<file path="config.mk">
export PLATFORM = sky130hd
export DESIGN_NAME = dm9000_bus_responder_flat
export DESIGN_NICKNAME = d
export VERILOG_FILES = /design/src/rtl/dm9000_bus_responder_if.sv /design/src/rtl/dm9000_bus_responder.sv /design/src/flat_wrapper.sv
export SDC_FILE = /design/constraint.sdc
export NUM_CORES = 1
export LEC_CHECK = 0
export BUFFER_PORTS_ARGS = -buffer_cell sky130_fd_sc_hd__clkbuf_2
export CELL_PAD_IN_SITES_DETAIL_PLACEMENT = 1
export CELL_PAD_IN_SITES_GLOBAL_PLACEMENT = 1
export CORE_ASPECT_RATIO = 0.8
export CORE_MARGIN = 4
export CORE_UTILIZATION = 40
export DETAILED_ROUTE_END_ITERATION = 10
export PLACE_DENSITY = 0.69
export SYNTH_ARGS = -nofsm -noshare
export SYNTH_HDL_FRONTEND = slang
export SYNTH_SLANG_ARGS = --single-unit
export TNS_END_PERCENT = 1
</file>
<file path="constraint.sdc">
create_clock -name clk -period 5.1 [get_ports clk]
set_input_delay 0.765 -clock clk [delete_from_list [all_inputs] [get_ports clk]]
set_output_delay 0.765 -clock clk [all_outputs]
set_load 0.1 [all_outputs]
</file>
<file path="src/rtl/dm9000_bus_responder_if.sv">
// rtl/dm9000_bus_responder_if.sv - DM9000A host-side strobe bus bundle
//
// Purpose: groups the index/data strobe bus between the host driver and the
// bus responder. Tristating happens above this level, so data is split into
// separate host-to-target and target-to-host paths plus a drive enable.
// Signals:
//   bus_cs_n   host -> target  chip select, active low
//   bus_cmd    host -> target  0 = index port, 1 = data port
//   bus_ior_n  host -> target  read strobe, active low
//   bus_iow_n  host -> target  write strobe, active low
//   bus_din    host -> target  16-bit write data
//   bus_dout   target -> host  16-bit read data
//   bus_oe     target -> host  drive enable for bus_dout
//   irq        target -> host  interrupt, active high
interface dm9000_bus_responder_if;
    logic        bus_cs_n;
    logic        bus_cmd;
    logic        bus_ior_n;
    logic        bus_iow_n;
    logic [15:0] bus_din;
    logic [15:0] bus_dout;
    logic        bus_oe;
    logic        irq;

    modport master (
        output bus_cs_n, bus_cmd, bus_ior_n, bus_iow_n, bus_din,
        input  bus_dout, bus_oe, irq
    );

    modport slave (
        input  bus_cs_n, bus_cmd, bus_ior_n, bus_iow_n, bus_din,
        output bus_dout, bus_oe, irq
    );
endinterface

</file>
<file path="src/rtl/dm9000_bus_responder.sv">
// rtl/dm9000_bus_responder.sv - DM9000A bus target with register file and loopback FIFO
//
// Purpose: answers the DM9000A index/data strobe protocol. Holds an index
// register, scratch registers 0x10-0x1F, VID/PID constants, ISR/IMR and a
// 16-bit loopback FIFO written via MWCMD (0xF8) and read via MRCMD (0xF2,
// popping) or MRCMDX (0xF0, peek).
// Ports:
//   clk  system clock, rising edge
//   rst  synchronous active-high reset
//   bus  slave side of dm9000_bus_responder_if (strobes in, data/oe/irq out)
// Parameters:
//   FIFO_DEPTH  loopback FIFO depth in words, power of two, 2..256
module dm9000_bus_responder #(
    parameter int FIFO_DEPTH = 16
) (
    input  logic                    clk,
    input  logic                    rst,
    dm9000_bus_responder_if.slave   bus
);
    localparam int AW = $clog2(FIFO_DEPTH);
    localparam int CW = AW + 1;

    // strobe and cmd synchronizers; all reset to the idle (high) level
    logic rd_s1, rd_s2, rd_s3;
    logic wr_s1, wr_s2, wr_s3;
    logic cmd_s1, cmd_s2;

    // a strobe must be seen high after reset before its rising edge counts,
    // so a strobe held low across reset release never commits
    logic post_rst;
    logic rd_armed, wr_armed;
    // set when both strobes overlap; swallows the next edge of each strobe
    logic rd_inval, wr_inval;

    logic [15:0] din_q;
    logic [7:0]  index;
    logic [7:0]  scratch [16];
    logic [1:0]  isr;
    logic [1:0]  imr;

    logic [15:0]   mem [FIFO_DEPTH];
    logic [AW-1:0] wr_ptr, rd_ptr;
    logic [CW-1:0] count;

    logic        wr_rise, rd_rise;
    logic        wr_commit, rd_commit;
    logic        reg_wr, idx_wr;
    logic        fifo_empty, fifo_full;
    logic        push_req, push, push_drop, pop;
    logic [1:0]  isr_clr, isr_set;
    logic [15:0] head;
    logic [15:0] rd_data;

    always_comb begin
        wr_rise    = wr_s2 & ~wr_s3;
        rd_rise    = rd_s2 & ~rd_s3;
        wr_commit  = wr_rise & wr_armed & ~wr_inval;
        rd_commit  = rd_rise & rd_armed & ~rd_inval;
        reg_wr     = wr_commit & cmd_s2;
        idx_wr     = wr_commit & ~cmd_s2;
        fifo_empty = (count == '0);
        fifo_full  = (count == CW'(FIFO_DEPTH));
        push_req   = reg_wr & (index == 8'hF8);
        push       = push_req & ~fifo_full;
        push_drop  = push_req & fifo_full;
        pop        = rd_commit & cmd_s2 & (index == 8'hF2) & ~fifo_empty;
        isr_clr    = (reg_wr && index == 8'hFE) ? din_q[1:0] : 2'b00;
        isr_set    = {push_drop, push};
        head       = fifo_empty ? 16'h0000 : mem[rd_ptr];
    end

    // read mux, evaluated every cycle and registered into bus_dout
    always_comb begin
        rd_data = 16'h0000;
        if (!cmd_s2) begin
            rd_data = {8'h00, index};
        end else if (index[7:4] == 4'h1) begin
            rd_data = {8'h00, scratch[index[3:0]]};
        end else begin
            case (index)
                8'h28:        rd_data = 16'h0046;
                8'h29:        rd_data = 16'h000A;
                8'h2A:        rd_data = 16'h0000;
                8'h2B:        rd_data = 16'h0090;
                8'hF0, 8'hF2: rd_data = head;
                8'hFC:        rd_data = {8'h00, 8'(count)};
                8'hFE:        rd_data = {14'h0000, isr};
                8'hFF:        rd_data = {14'h0000, imr};
                default:      rd_data = 16'h0000;
            endcase
        end
    end

    always_ff @(posedge clk) begin
        if (rst) begin
            rd_s1        <= 1'b1;
            rd_s2        <= 1'b1;
            rd_s3        <= 1'b1;
            wr_s1        <= 1'b1;
            wr_s2        <= 1'b1;
            wr_s3        <= 1'b1;
            cmd_s1       <= 1'b1;
            cmd_s2       <= 1'b1;
            post_rst     <= 1'b0;
            rd_armed     <= 1'b0;
            wr_armed     <= 1'b0;
            rd_inval     <= 1'b0;
            wr_inval     <= 1'b0;
            din_q        <= 16'h0000;
            index        <= 8'h00;
            for (int i = 0; i < 16; i++) scratch[i] <= 8'h00;
            isr          <= 2'b00;
            imr          <= 2'b00;
            wr_ptr       <= '0;
            rd_ptr       <= '0;
            count        <= '0;
            bus.bus_dout <= 16'h0000;
            bus.bus_oe   <= 1'b0;
            bus.irq      <= 1'b0;
        end else begin
            rd_s1  <= bus.bus_ior_n | bus.bus_cs_n;
            rd_s2  <= rd_s1;
            rd_s3  <= rd_s2;
            wr_s1  <= bus.bus_iow_n | bus.bus_cs_n;
            wr_s2  <= wr_s1;
            wr_s3  <= wr_s2;
            cmd_s1 <= bus.bus_cmd;
            cmd_s2 <= cmd_s1;

            // post_rst keeps the reset-forced high values from arming
            post_rst <= 1'b1;
            if (post_rst && rd_s1 && rd_s2) rd_armed <= 1'b1;
            if (post_rst && wr_s1 && wr_s2) wr_armed <= 1'b1;

            if (!rd_s2 && !wr_s2) begin
                rd_inval <= 1'b1;
                wr_inval <= 1'b1;
            end else begin
                if (wr_rise) wr_inval <= 1'b0;
                if (rd_rise) rd_inval <= 1'b0;
            end

            if (!wr_s1) din_q <= bus.bus_din;

            if (idx_wr) index <= din_q[7:0];
            if (reg_wr && index[7:4] == 4'h1) scratch[index[3:0]] <= din_q[7:0];
            if (reg_wr && index == 8'hFF) imr <= din_q[1:0];

            // set wins over a same-cycle write-1-to-clear
            isr <= (isr & ~isr_clr) | isr_set;

            if (push) wr_ptr <= wr_ptr + 1'b1;
            if (pop)  rd_ptr <= rd_ptr + 1'b1;
            count <= count + CW'(push) - CW'(pop);

            bus.bus_dout <= rd_data;
            bus.bus_oe   <= ~rd_s2;
            bus.irq      <= |(isr & imr);
        end
    end

    always_ff @(posedge clk) begin
        if (push) mem[wr_ptr] <= din_q;
    end
endmodule

</file>
<file path="src/flat_wrapper.sv">
// flat-port wrapper written by rule: the top's interface ports become plain ports
module dm9000_bus_responder_flat 
#(
    parameter int FIFO_DEPTH = 16
)
  (clk, rst, bus_bus_cs_n, bus_bus_cmd, bus_bus_ior_n, bus_bus_iow_n, bus_bus_din, bus_bus_dout, bus_bus_oe, bus_irq);
  dm9000_bus_responder_if bus_i ();
  input  logic clk;
  input  logic rst;
  input wire logic [$bits(bus_i.bus_cs_n)-1:0] bus_bus_cs_n;
  input wire logic [$bits(bus_i.bus_cmd)-1:0] bus_bus_cmd;
  input wire logic [$bits(bus_i.bus_ior_n)-1:0] bus_bus_ior_n;
  input wire logic [$bits(bus_i.bus_iow_n)-1:0] bus_bus_iow_n;
  input wire logic [$bits(bus_i.bus_din)-1:0] bus_bus_din;
  output wire logic [$bits(bus_i.bus_dout)-1:0] bus_bus_dout;
  output wire logic [$bits(bus_i.bus_oe)-1:0] bus_bus_oe;
  output wire logic [$bits(bus_i.irq)-1:0] bus_irq;
  assign bus_i.bus_cs_n = bus_bus_cs_n;
  assign bus_i.bus_cmd = bus_bus_cmd;
  assign bus_i.bus_ior_n = bus_bus_ior_n;
  assign bus_i.bus_iow_n = bus_bus_iow_n;
  assign bus_i.bus_din = bus_bus_din;
  assign bus_bus_dout = bus_i.bus_dout;
  assign bus_bus_oe = bus_i.bus_oe;
  assign bus_irq = bus_i.irq;
  dm9000_bus_responder #(.FIFO_DEPTH(FIFO_DEPTH)) u_core (.clk(clk), .rst(rst), .bus(bus_i));
endmodule
</file>
Yosys cells after proc, flatten, opt, wreduce, memory -nomap -nowiden --
Memories as Yosys holds them, arrays and structs flattened. A register that Yosys moved wholly into a read port is not among the register bits. Cells that the tools add are included.
Cells by class: muxes and demuxes 24, eq/ne operators 11, bitwise gates (word level) 28, reduce and logical (&&, ||, !) cells 17, add/subtract/negate cells 4
Operator list (number):
- case mux 16 bit (7 select lines) | 1
- == test 8 bit, second input constant | 6
- == test 8 x 6 -> 1 bit, second input constant | 3
- 2-to-1 mux 8 bit | 3
- 2-to-1 mux 4 bit | 5
- 2-to-1 mux 16 bit | 1
- bitwise AND 1 bit | 14
- 2-to-1 mux 1 bit | 13
- adder 4 x 1 -> 4 bit, second input constant | 2
- logical AND 1 bit | 8
- NOT 1 bit | 8
- OR reduction 8 bit | 1
- adder 5 x 1 -> 5 bit | 1
- == test 5 bit, second input constant | 1
- logical NOT 5 bit | 1
- subtractor 5 x 1 -> 5 bit | 1
- bitwise AND 2 bit | 2
- == test 4 x 1 -> 1 bit, second input constant | 1
- nonzero test 2 bit | 2
- OR reduction 2 bit | 2
- OR reduction 3 bit | 1
- logical NOT 1 bit | 2
- 2-to-1 mux 2 bit | 1
- NOT 2 bit | 1
- 2 further kinds | 3
Word-level totals: memory bits (writable) 384, bits of input ports 22, memories kept 2, logic and storage cells 110, register bits 72
Memories:
- u_core.mem | depth 16, width 16, rd ports 1, clocked after memory_dff 1, write ports 1, RTL line dm9000_bus_responder.sv:41 | logic [15:0] mem [FIFO_DEPTH];
- u_core.scratch | depth 16, width 8, rd ports 1, clocked after memory_dff 1, write ports 16, RTL line dm9000_bus_responder.sv:37 | logic [7:0] scratch [16];

Longest topological paths before layout --
word-level depth 11, gate-level depth with buffers 14

Least setup slack after synthesis --
Ideal clock, no wire load.
path kind register to register, from reg u_core.index[2], to mem u_core.mem[0][0] (enable), library setup time 0.409 ns, data required time 4.691 ns, clock period less this slack 3.142 ns, cell stages (with the launch flop) 8, data arrival time 2.733 ns, slack 1.958 ns, cells stage by stage dfxtp_1 -> clkbuf_1 -> nor4b_1 -> clkbuf_1 -> nand4_1 -> nor2_2 -> nand2_1 -> nor3_1
On the way: word-level cells in the longest chain between the ends 5
Ends and longest elaborated chain:
- start, declared | RTL line dm9000_bus_responder.sv:36 | logic [7:0] index;
- start signal, assigned | RTL line dm9000_bus_responder.sv:145 | if (idx_wr) index <= din_q[7:0];
- == test 8 bit | RTL line dm9000_bus_responder.sv:63 | push_req = reg_wr & (index == 8'hF8);
- bitwise AND 1 bit | RTL line dm9000_bus_responder.sv:63
- bitwise AND 1 bit | RTL line dm9000_bus_responder.sv:64 | push = push_req & ~fifo_full;
- net u_core.push | RTL line dm9000_bus_responder.sv:49 | logic push_req, push, push_drop, pop;
- 2-to-1 mux 1 bit | RTL line dm9000_bus_responder.sv:163 | if (push) mem[wr_ptr] <= din_q;
- 2-to-1 mux 1 bit (not written as such) | RTL line dm9000_bus_responder.sv:163
- end, declared | RTL line dm9000_bus_responder.sv:41
The timed path passes the listed nets, and every way through them passes these cells.

==> impl_metrics.toml <==
[run_status]
status = "completed"

[floorplan]
num_io_pins = 40
die_y_um = 202
core_um2 = 46200
start_util = 0.409
dieWidth_um = 251
dieArea_um2 = 50700
num_rows = 70

[timing]
worst_slack_ps = 1420
tightestPinTransition_ps = 1190
max_freq_mhz = 272
setup_viol = 0
finalCritPeriodShare = 0.722
rsz0062_at_grt = "no"
min_period_ps = 3680
max_slew_margin = 0.208
fin_skew_ps = 20.1
fin_setup_tns_ps = 0
final_max_slew_viol_count = 0
finalHoldViolCount = 0

[route]
drtAntennaViolNets = 0
drc = 0
avgViaCountPerCell = 5.65
wirelength_um = 47800
drt-pass1-iter-count = 5
post_drt_wl_per_cell_um = 26.0
drt_first_iter_violations = 1208
dr_total_vias = 10400

[logic_synthesis]
ys_async_sr_fraction = 0
synth_cell_types = 64
synth-seq-cells = 464
syn_area_um2 = 18900
yosys.area.top_type_share = 0.612
yosys-top-cells-count = "edfxtp_1, mux4_2, and2_1"
synth-edff-count = 384
synth-warning-count = 0
syn_avg_cell_area_um2 = 16.6
synthCells = 1138
ys.flop_type = "edfxtp_1"
yosys.cell_count.top_type = "edfxtp_1"
synth_area_leaders = "edfxtp_1, mux4_2, dfxtp_1"
yosysSeqAreaShare = 0.696
synth_largest_area_cell = "edfxtp_1"
syn-num-nets = 1172

[global_routing]
grt_max_degree = 69
grt_pass1_wl_um = 71800
use_met1 = 0.296
antenna_found_initial = 0
grt_overflow = 0
gr-usage-met2 = 0.275
busiest_layer = "met1"
grt_use_total = 0.189
use_met3 = 0.0351
grt_pass1_vias = 10700

[critical_path]
cp_num_buf_inv = 0
cp_cell_sequence = "nor4b_2 -> and4_1 -> nand3b_1 -> nor3_1 -> or2_1"
cp_max_fo = 15
cp_slowest_cell = "nor4b_2"
start_kind = "register"
crit_required_ps = 5360
crit_family = "simple AND/OR/NAND/NOR gates"
criticalPathCategory = "reg2reg"
arrival_ps = 3940
worstSetupEndpointType = "register"
max_stage_delay_ps = 820

[clock_network]
clock_latency_ps = 590
ctsHoldBuffers = 0
clock-sinks = 464
clock-root-buffer = "clkbuf_16"
cts_tree = "yes"
ctsResizeCount = 0
h-tree-depth = 2
numCtsBuffers = 47
post_cts_buffers = 0
path_clk_slew_ps = 60
max-clock-path-buffers = 3

[power]
pwr-share-seq = 0.542
clkPwrFrac = 0.443
power.density_nw_per_um2 = 361
p_int_mw = 6.10
vdd_drop_max_v = 0.000262
p_leak_nw = 7.04
combPwrFrac = 0.016
switching_share = 0.207
switching_power_mw = 1.59

[finish]
seq_area_um2 = 13100
layout.nets = 1218
syn_to_final_growth_pct = 12.9
fillers = 4376
drive_above_1_share = 0.228
multiInputGateArea_um2 = 5370
antenna_cells = 0

[placed_design]
hpwlAfterDp_um = 30000
io_buffers = 39
dpl_worst_slack_ps = 1580
gp_congestion = 0.806

[job]
max_cap_viol_count = 0

[hold_path]
min_path_type = "in2reg"
state kept, by name, indices dropped and copies added (netlist names), 2 cells and up, named ones only:
register             cells
u_core.bus.bus_dout     16
u_core.count             5
u_core.din_q            16
u_core.imr               2
u_core.index             8
u_core.isr               2
u_core.mem             256
u_core.rd_ptr            4
u_core.scratch         128
u_core.wr_ptr            4
metrics by stage:
step	instance area (um2)	util	hold WS [ps]	cells	total power [mW]
floorplan	18900	-	389	1138	4.30
global placement	19800	0.428	397	1747	4.36
detailed placement	19800	0.428	400	1747	4.37
CTS	21300	0.461	323	1835	7.77
global route	21300	0.461	339	1835	7.96
finish	21300	0.461	358	1835	7.69
final cells by class:
cell class              instances  area share
inverters                      16     0.00282
flip-flops and latches        464       0.617
multi-input cells             585       0.252
repair buffers                 70      0.0201
clock inverters                23      0.0107
clock buffers                  65      0.0608
well taps                     612      0.0360
routing by layer:
metal / up-vias / share of wire
li1: 4492 / -
met1: 5413 / 0.45
met2: 412 / 0.44
met3: 59 / 0.089
met4: 0 / 0.019
met5: - / 0
power groups by stage:
stage          logic, mW  clock network, mW  registers [mW]
2_1_floorplan     0.0626                  0            4.24
3_3_place_gp       0.119                  0            4.24
3_5_place_dp       0.123                  0            4.25
4_1_cts            0.124               3.48            4.17
5_1_grt            0.132               3.66            4.17
6_report           0.122               3.40            4.17
cells by family after synthesis:
logic type | synth area share
AND/OR/NAND/NOR | 0.0960
buffers and inverters | 0.0216
flip-flops | 0.696
AO/OA/AOI/OAI | 0.0259
multiplexers | 0.147
XOR/XNOR | 0.00465
adder cells (fa/ha/maj) | 0.00836
layout by cell type (no fill, tap or decap), types with 4 or more instances in the layout:
| cell | count |
|---|---|
| nor2b_1 | 15 |
| o211ai_1 | 4 |
| o21ai_1 | 16 |
| o21ai_0 | 10 |
| nor3_1 | 34 |
| clkbuf_8 | 5 |
| clkbuf_16 | 47 |
| ha_1 | 11 |
| nand2b_1 | 6 |
| a31oi_1 | 6 |
| dfxtp_1 | 73 |
| nor3_2 | 5 |
| a21oi_1 | 20 |
| nor4_1 | 6 |
| buf_4 | 31 |
| a22oi_1 | 4 |
| inv_1 | 10 |
| nand2_1 | 39 |
| nor2_2 | 13 |
| edfxtp_1 | 384 |
| clkbuf_1 | 13 |
| clkinv_1 | 8 |
| dfxtp_2 | 6 |
| clkbuf_2 | 39 |
| nor2_1 | 73 |
| xnor2_1 | 8 |
| mux2i_1 | 39 |
| and2_1 | 91 |
| and4_1 | 4 |
| or2_2 | 5 |
| and3_1 | 8 |
| mux4_2 | 102 |
| clkinv_2 | 11 |
| nand3_1 | 13 |
path summary, 6_finish.rpt:
kind	startpoint	endpoint	slack [ps]	cells after the start
hold / removal	bus_bus_cmd	u_core.cmd_s1	360	2
setup / recovery	u_core.index[4]	u_core.scratch[4][7]	1420	5
hold reg to reg	u_core.cmd_s1	u_core.cmd_s2	410	1
setup reg to reg	u_core.index[4]	u_core.scratch[4][7]	1420	5
No activity file was read; power rests on OpenSTA's default activity.
